### config.mk
export PLATFORM = sky130hd
export DESIGN_NAME = piano_voice_allocator
export DESIGN_NICKNAME = d
export VERILOG_FILES = /design/src/rtl/piano_voice_allocator.sv
export SDC_FILE = /design/constraint.sdc
export NUM_CORES = 1
export LEC_CHECK = 0
export BUFFER_PORTS_ARGS = -buffer_cell sky130_fd_sc_hd__buf_2
export CAP_MARGIN = 20
export CORE_MARGIN = 3
export CORE_UTILIZATION = 58
export CTS_BUF_LIST = sky130_fd_sc_hd__clkbuf_4
export DETAILED_ROUTE_END_ITERATION = 6
export PLACE_DENSITY = 0.94
export SYNTH_ARGS = -nofsm -noshare
export SYNTH_HDL_FRONTEND = slang
export SYNTH_SLANG_ARGS = --single-unit
### constraint.sdc
create_clock -name clk_100mhz -period 3.8 [get_ports clk_100mhz]
set_input_delay 0.57 -clock clk_100mhz [delete_from_list [all_inputs] [get_ports clk_100mhz]]
set_output_delay 0.57 -clock clk_100mhz [all_outputs]
set_load 0.01 [all_outputs]
### src/rtl/piano_voice_allocator.sv
// piano_voice_allocator
//   Assigns decoded key events to a fixed pool of tone-generator voices.
//   A press goes to the lowest-index free voice. When every voice is busy, the
//   least-recently-allocated voice is stolen. A release frees the voice that
//   holds the released scancode.
//
// Ports
//   clk_100mhz    system clock
//   rst_n         asynchronous reset, active low
//   evt_valid     single-cycle strobe: a key event is present
//   evt_press     1 = press (make), 0 = release (break)
//   evt_code      scancode of the event
//   all_off       panic input: release every voice (overrides evt_valid)
//   voice_active  per-voice gate (registered)
//   voice_code    scancode of voice i at bits [8i+7:8i] (registered)
//   voice_start   one-cycle pulse: voice i was (re)triggered with a new code
//   steal         one-cycle pulse: the last allocation evicted an active voice
//   active_count  number of active voices
module piano_voice_allocator #(
  parameter int NUM_VOICES = 4,
  parameter int RANK_W     = 2
) (
  input  logic                    clk_100mhz,
  input  logic                    rst_n,
  input  logic                    evt_valid,
  input  logic                    evt_press,
  input  logic [7:0]              evt_code,
  input  logic                    all_off,
  output logic [NUM_VOICES-1:0]   voice_active,
  output logic [8*NUM_VOICES-1:0] voice_code,
  output logic [NUM_VOICES-1:0]   voice_start,
  output logic                    steal,
  output logic [3:0]              active_count
);

  // Age rank per voice: 0 = newest, NUM_VOICES-1 = oldest. Always a permutation.
  logic [RANK_W-1:0] rank_q    [NUM_VOICES];
  logic [RANK_W-1:0] rank_d    [NUM_VOICES];
  logic [7:0]        code_q    [NUM_VOICES];
  logic [7:0]        code_d    [NUM_VOICES];
  logic [NUM_VOICES-1:0] active_d;
  logic [NUM_VOICES-1:0] start_d;
  logic                  steal_d;
  logic [3:0]            count_d;

  logic              match;
  logic [RANK_W-1:0] match_idx;
  logic              free_found;
  logic [RANK_W-1:0] free_idx;
  logic [RANK_W-1:0] old_idx;
  logic [RANK_W-1:0] alloc_idx;

  // Lookup: active voice holding evt_code, lowest free voice, oldest voice.
  always_comb begin
    match      = 1'b0;
    match_idx  = '0;
    free_found = 1'b0;
    free_idx   = '0;
    old_idx    = '0;
    for (int i = NUM_VOICES - 1; i >= 0; i--) begin
      if (voice_active[i] && (code_q[i] == evt_code)) begin
        match     = 1'b1;
        match_idx = RANK_W'(i);
      end
      if (!voice_active[i]) begin
        free_found = 1'b1;
        free_idx   = RANK_W'(i);
      end
      if (rank_q[i] == RANK_W'(NUM_VOICES - 1)) begin
        old_idx = RANK_W'(i);
      end
    end
    alloc_idx = free_found ? free_idx : old_idx;
  end

  always_comb begin
    active_d = voice_active;
    code_d   = code_q;
    rank_d   = rank_q;
    start_d  = '0;
    steal_d  = 1'b0;
    if (all_off) begin
      active_d = '0;
    end else if (evt_valid) begin
      if (evt_press) begin
        // Code 0 and typematic repeats of a held key are dropped.
        if ((evt_code != 8'h00) && !match) begin
          active_d[alloc_idx] = 1'b1;
          code_d[alloc_idx]   = evt_code;
          start_d[alloc_idx]  = 1'b1;
          steal_d             = !free_found;
          for (int j = 0; j < NUM_VOICES; j++) begin
            if (rank_q[j] < rank_q[alloc_idx]) begin
              rank_d[j] = rank_q[j] + 1'b1;
            end
          end
          rank_d[alloc_idx] = '0;
        end
      end else if (match) begin
        active_d[match_idx] = 1'b0;
      end
    end
  end

  always_comb begin
    count_d = '0;
    for (int i = 0; i < NUM_VOICES; i++) begin
      count_d = count_d + {3'b000, active_d[i]};
    end
  end

  always_ff @(posedge clk_100mhz or negedge rst_n) begin
    if (!rst_n) begin
      voice_active <= '0;
      voice_start  <= '0;
      steal        <= 1'b0;
      active_count <= '0;
      for (int i = 0; i < NUM_VOICES; i++) begin
        code_q[i] <= '0;
        rank_q[i] <= RANK_W'(i);
      end
    end else begin
      voice_active <= active_d;
      voice_start  <= start_d;
      steal        <= steal_d;
      active_count <= count_d;
      code_q       <= code_d;
      rank_q       <= rank_d;
    end
  end

  always_comb begin
    for (int i = 0; i < NUM_VOICES; i++) begin
      voice_code[8*i +: 8] = code_q[i];
    end
  end

endmodule

# Word level (Yosys, flattened, before mapping)
# Cells that the tools add are included.
# totals
ff_bits	53
latchBits	0
ram_bits	0
mem_bits_ro	0
elab_cells	122
memories	0
# op_classes
add_sub_neg	7
n_mul	0
div	0
magnitude_cmp	10
eq_ne	8
shift	0
n_mux	66
bitwise_logic	7
n_reduce_logical	12
# op_table
operator	n
$mux W2	36
$mux W4	9
$bwmux W32	1
$eq A8 B8 Y1	4
$demux W8 S2	1
$mux W1	14
$add A2 B1 Y2 const B	4
$and A8 B8 Y8	1
$eq A2 B2 Y1 const B	4
$logic_and A1 B1 Y1	8
$lt A2 B2 Y1	4
$mux W8	1
$not A8 Y8	1
$reduce_bool A8 Y1	1
$lt A2 B3 Y1 const B	2
$add A3 B1 Y4	1
$and A4 B4 Y4	1
$bmux W2 S2	1
$demux W1 S2	2
$demux W2 S2	1
$ge A2 B1 Y1 const B	2
$not A4 Y4	1
$or A4 B4 Y4	1
$reduce_and A4 Y1	1
7 further kinds	8

# Logic depth before layout (Yosys ltp)
# logic_depth
ltp_word	19
ltp_mapped	12
ltp_nobuf	11

# Least setup slack after synthesis
# OpenSTA, ideal clock, no wires.
# synth_timing
path_kind	input-to-reg
from	in evt_code[3]
to	reg active_count[1]
setup_ps	126
arrival_time_ps	3108
t_required_ps	3674
setup_slack_ps	566
stages	10
cell_sequence	buf_4 xnor2_1 and4_4 and4_1 or4_1 a221o_1 fa_1 inv_1 ha_1 ha_1
# synth_between
elab_chain_cells	19
elab_cells_between_ends	34
cone_classes	add/sub: 3; order compare: 2; eq/ne: 4; mux: 15; bitwise: 2; reduce/logical: 8
# synth_lines
element	line	rtl
from (decl)	27	input logic [7:0] evt_code,
$eq A8 B8 Y1	61	if (voice_active[i] && (code_q[i] == evt_code)) begin
$logic_and A1 B1 Y1	61	
$mux W2 (4 in series)	61	
$lt A2 B3 Y1 (not written as such) / $ge A2 B1 Y1 (equally long branches)	100	active_d[match_idx] = 1'b0;
$logic_and A1 B1 Y1 (not written as such)	100	
$mux W1 (not written as such)	100	
$demux W1 S2	100	
$not A4 Y4 (no line)	-	
$and A4 B4 Y4 (no line)	-	
$mux W4	99	end else if (match) begin
$mux W4 (*)	85	if (evt_press) begin
$mux W4 (*)	84	end else if (evt_valid) begin
$mux W4 (*)	82	if (all_off) begin
$add A1 B1 Y2	108	count_d = count_d + {3'b000, active_d[i]};
$add A2 B1 Y3	108	
$add A3 B1 Y4 (*)	108	
named net count_d[1]	44	logic [3:0] count_d;
to (signal assigned)	126	active_count <= count_d;
to (decl)	33	output logic [3:0] active_count
# The timed path passes the listed nets; every way through them passes the cells marked *.
# A chain may end at the register's enable or synchronous reset.

# Worst setup path in the final report
# layout_timing
from	reg rank_q[3] (netlist bit)
to	reg active_count[1]
# layout_between
elab_chain_cells	17
elab_cells_between_ends	18
cone_classes	add/sub: 3; order compare: 2; eq/ne: 1; mux: 10; bitwise: 1; reduce/logical: 1
# layout_lines
element	line	rtl
from (decl)	37	logic [RANK_W-1:0] rank_q [NUM_VOICES];
from (signal, indexed assignment)	120	rank_q[i] <= RANK_W'(i);
from (signal assigned)	128	rank_q <= rank_d;
$eq A2 B2 Y1 (*)	69	if (rank_q[i] == RANK_W'(NUM_VOICES - 1)) begin
$mux W2 (*) (3 in series)	69	
$mux W2 (*)	73	alloc_idx = free_found ? free_idx : old_idx;
$lt A2 B3 Y1 (not written as such) / $ge A2 B1 Y1 (equally long branches)	88	active_d[alloc_idx] = 1'b1;
$logic_and A1 B1 Y1 (not written as such)	88	
$mux W1 (not written as such)	88	
$demux W1 S2 (*)	88	
$or A4 B4 Y4 (no line) (*)	-	
$mux W4 (*)	87	if ((evt_code != 8'h00) && !match) begin
$mux W4 (*)	85	
$mux W4 (*)	84	
$mux W4 (*)	82	
$add A1 B1 Y2	108	
$add A2 B1 Y3	108	
$add A3 B1 Y4 (*)	108	
named net count_d[1]	44	
# Marks and branches as above.

==> metrics <==
number of diodes added for antenna fixing=0; vias in the first global route=2,361; cell area after placement=3360 sq um; initial core utilization=0.627; max-cap check violation count=0; count of H-tree levels built during CTS=2; number of nets at the end of the flow=355; std cell rows=25; number of antenna violations at the first check in global routing=0; endpoint required time on the critical path=4.09 ns; die footprint=6250 sq um; Port Buffers=56; worst clock skew=0.0149 ns; number of sinks handled by clock tree synthesis=52; kind of critical path=reg2reg; Die H=79.1 um; average via count per standard cell=5.97; sequential cell area fraction in the yosys report=0.422; area of the core region=4940 sq um; clock tree from TritonCTS=built; total setup buffers inserted after CTS=0; clock-pin slew reported for the worst setup and hold paths after clock tree synthesis=0.16 ns; CP dominant cell by count=ha_1; worst slew margin relative to its limit=0.379; summed negative setup slack over all endpoints=0 ns; clock tree buffer depth=2; CP cell instances=ha_1, nor2_1, o311a_1, or2_2, nor2_1, a21oi_1, a311o_1, fa_1, inv_1, ha_1, ha_1; share of the clock period used by the worst path after layout=0.870; Die Wd=79.1 um; delay contributed by the slowest stage of the critical path=0.59 ns; fraction of synthesis flops using an asynchronous set or reset pin=1.00; Avg Cell Area, Syn=11.0 sq um; run status=completed; share of the synthesized area in compound gates (AO/OA/AOI/OAI)=0.0885; Reg2Reg Setup Slack=0.49 ns; number of register bits inferred by synthesis=52; crit start category=register; Layout fillers=372; drt drc=0; flip-flop cell with the highest count after synthesis=dfrtp_1; final cell count without fillers=399; global-route wire length before repair=11.6 mm; Hold WC Path Type=in2async; layout-stage area growth over the synthesis result=10.1%; Max Fclk=303 MHz; cell count after synthesis=282; Distinct cells, synth=51; Post-synth EDFFs=0; adder and majority gate portion of the synthesized area=0.0469; number of warnings issued by yosys=0; HPWL after detailed placement=5.33 mm; number of design-rule violations left by the first detailed-router iteration=151; share of synthesized area spent on multiplexers=0.153; Inst Count DP=391; # setup viols final=0; number of vias after detailed routing=2,382; pin count of the biggest net entering global routing=28; count of antenna-violating nets left after detailed routing=0; overall power consumption=1.50 mW; count of pins on the block boundary=58; cell area after synthesis=3100 sq um; Critical Path End Type=register; Synth Area in Simple Gates=0.141; critical path fanouts, max=8; final design area excluding fillers=3410 sq um; Post-CTS Hold Buffers=0; RSZ-0062 raised after global routing=no; GRT Total Usage=0.238; slew at the pin closest to its max-slew limit=0.908 ns; XOR/XNOR Fraction of Synth Area=0.0905; share of layout cells above drive strength 1=0.325; worst-path cell with the longest stage delay=dfstp_2; detailed-route wire length per cell=17.8 um; number of slew-limit violations in the final report=0; Num CTS Buffers=5; leakage power of the design=1.66 nW; CTS root buf=clkbuf_4; post-layout minimum cycle time=3.31 ns; routed wire length=7.12 mm; nets in the synthesized netlist=306; data arrival time of the worst path=3.59 ns; first drt pass iteration count=4; post_cts resized=0; clock insertion delay at the later pin of the skew report=0.40 ns; Final GP Congestion=0.970; Power Dens Cells=440 nW/um^2; main combinational cell family by area after synthesis=multiplexers; maximum VDD drop=0.289 mV; total overflow reported by the global router=0; final hold violations=0
## final timing paths
kind | start | cells past startpoint | end
max reg2reg | rank_q[3] | 11 | active_count[1]
min in group clk_100mhz | all_off | 2 | voice_active[1]
min | rst_n | 1 | rank_q[7]
min reg2reg | rank_q[1] | 2 | rank_q[1]
max | rank_q[3] | 11 | active_count[1]
max in group asynchronous | rst_n | 2 | voice_code[4]
## placed cells by master (no fill, tap or decap), drive strengths merged, types with 2 or more instances in the layout
| master | Yosys | routed |
|---|---|---|
| or4 | 2 | 2 |
| nand4 | 6 | 6 |
| nand3 | 7 | 7 |
| or3 | 4 | 4 |
| and4 | 2 | 2 |
| and2 | 4 | 4 |
| ha | 10 | 10 |
| a21oi | 7 | 7 |
| o21ai | 3 | 3 |
| nand2 | 12 | 12 |
| buf | 14 | 57 |
| or3b | 4 | 4 |
| inv | 17 | 18 |
| clkbuf | 1 | 5 |
| nor4 | 5 | 5 |
| nor2 | 18 | 18 |
| o22ai | 8 | 8 |
| a31oi | 7 | 7 |
| nor2b | 4 | 4 |
| dfrtp | 48 | 48 |
| clkinv | 0 | 2 |
| nor3 | 7 | 7 |
| or2 | 4 | 4 |
| xnor2 | 31 | 31 |
| mux2 | 32 | 32 |
| o211ai | 2 | 2 |
| a311oi | 2 | 2 |
| dfstp | 4 | 4 |
## stage by stage
stage,hold slack (ns),worst slack (ns),utilization
6_report,0.142,0.495,0.690
5_1_grt,0.176,0.325,0.690
4_1_cts,0.172,0.522,0.690
3_5_place_dp,0.509,0.398,0.679
3_3_place_gp,0.505,0.478,0.679
2_1_floorplan,0.274,0.566,-
## state kept, by name, indices dropped and copies added, names as in the netlist
signal,count
voice_start,4
active_count,3
voice_active,4
rank_q,8
voice_code,32
steal,1
## cell usage after synthesis (all sizes together), types with 5 or more instances
cell / n / share of area
a21oi: 7 / 0.011
a31oi: 7 / 0.014
buf: 14 / 0.035
dfrtp: 48 / 0.39
ha: 10 / 0.040
inv: 17 / 0.021
mux2: 32 / 0.15
nand2: 12 / 0.015
nand3: 7 / 0.011
nand4: 6 / 0.012
nor2: 18 / 0.023
nor3: 7 / 0.011
nor4: 5 / 0.010
o22ai: 8 / 0.016
xnor2: 31 / 0.088
## worst max-delay path: cells and delay by family (launching register included)
kind,cells,cell delay [ns]
flops,1,0.59
compound gates,3,0.84
fa+ha+maj,4,1.11
buf+inv,1,0.04
simple gates,3,0.63
## logic make-up after synthesis
| kind of cell | Yosys count |
|---|---|
| compound gates | 40 |
| fa+ha+maj | 11 |
| xor+xnor | 32 |
| other cells | 1 |
| simple gates | 81 |
| flops | 52 |
| buf+inv | 32 |
| mux | 33 |
## metal layers
| layer | part of all wire | track usage |
|---|---|---|
| met1 | 0.43 | 0.310 |
| met2 | 0.48 | 0.385 |
| met3 | 0.062 | 0.0624 |
| met4 | 0.024 | 0.0859 |
| met5 | 0 | 0 |
## cell type report
class,instances,area [sq um],area share
clock buffer,5,37.5,0.0110
clock inverter,3,17.5,0.00514
inverter,17,63.8,0.0187
multi-input combinational,198,1610,0.473
sequential,52,1310,0.383
tap,67,83.8,0.0246
timing repair buffer,57,288,0.0844
## power breakdown
part / internal, mW / switching (mW) / total [mW]
logic: 0.243 / 0.248 / 0.491
registers: 0.655 / 0.0954 / 0.750
clock network: 0.0719 / 0.190 / 0.262
Power figures use the tool's default switching activity.
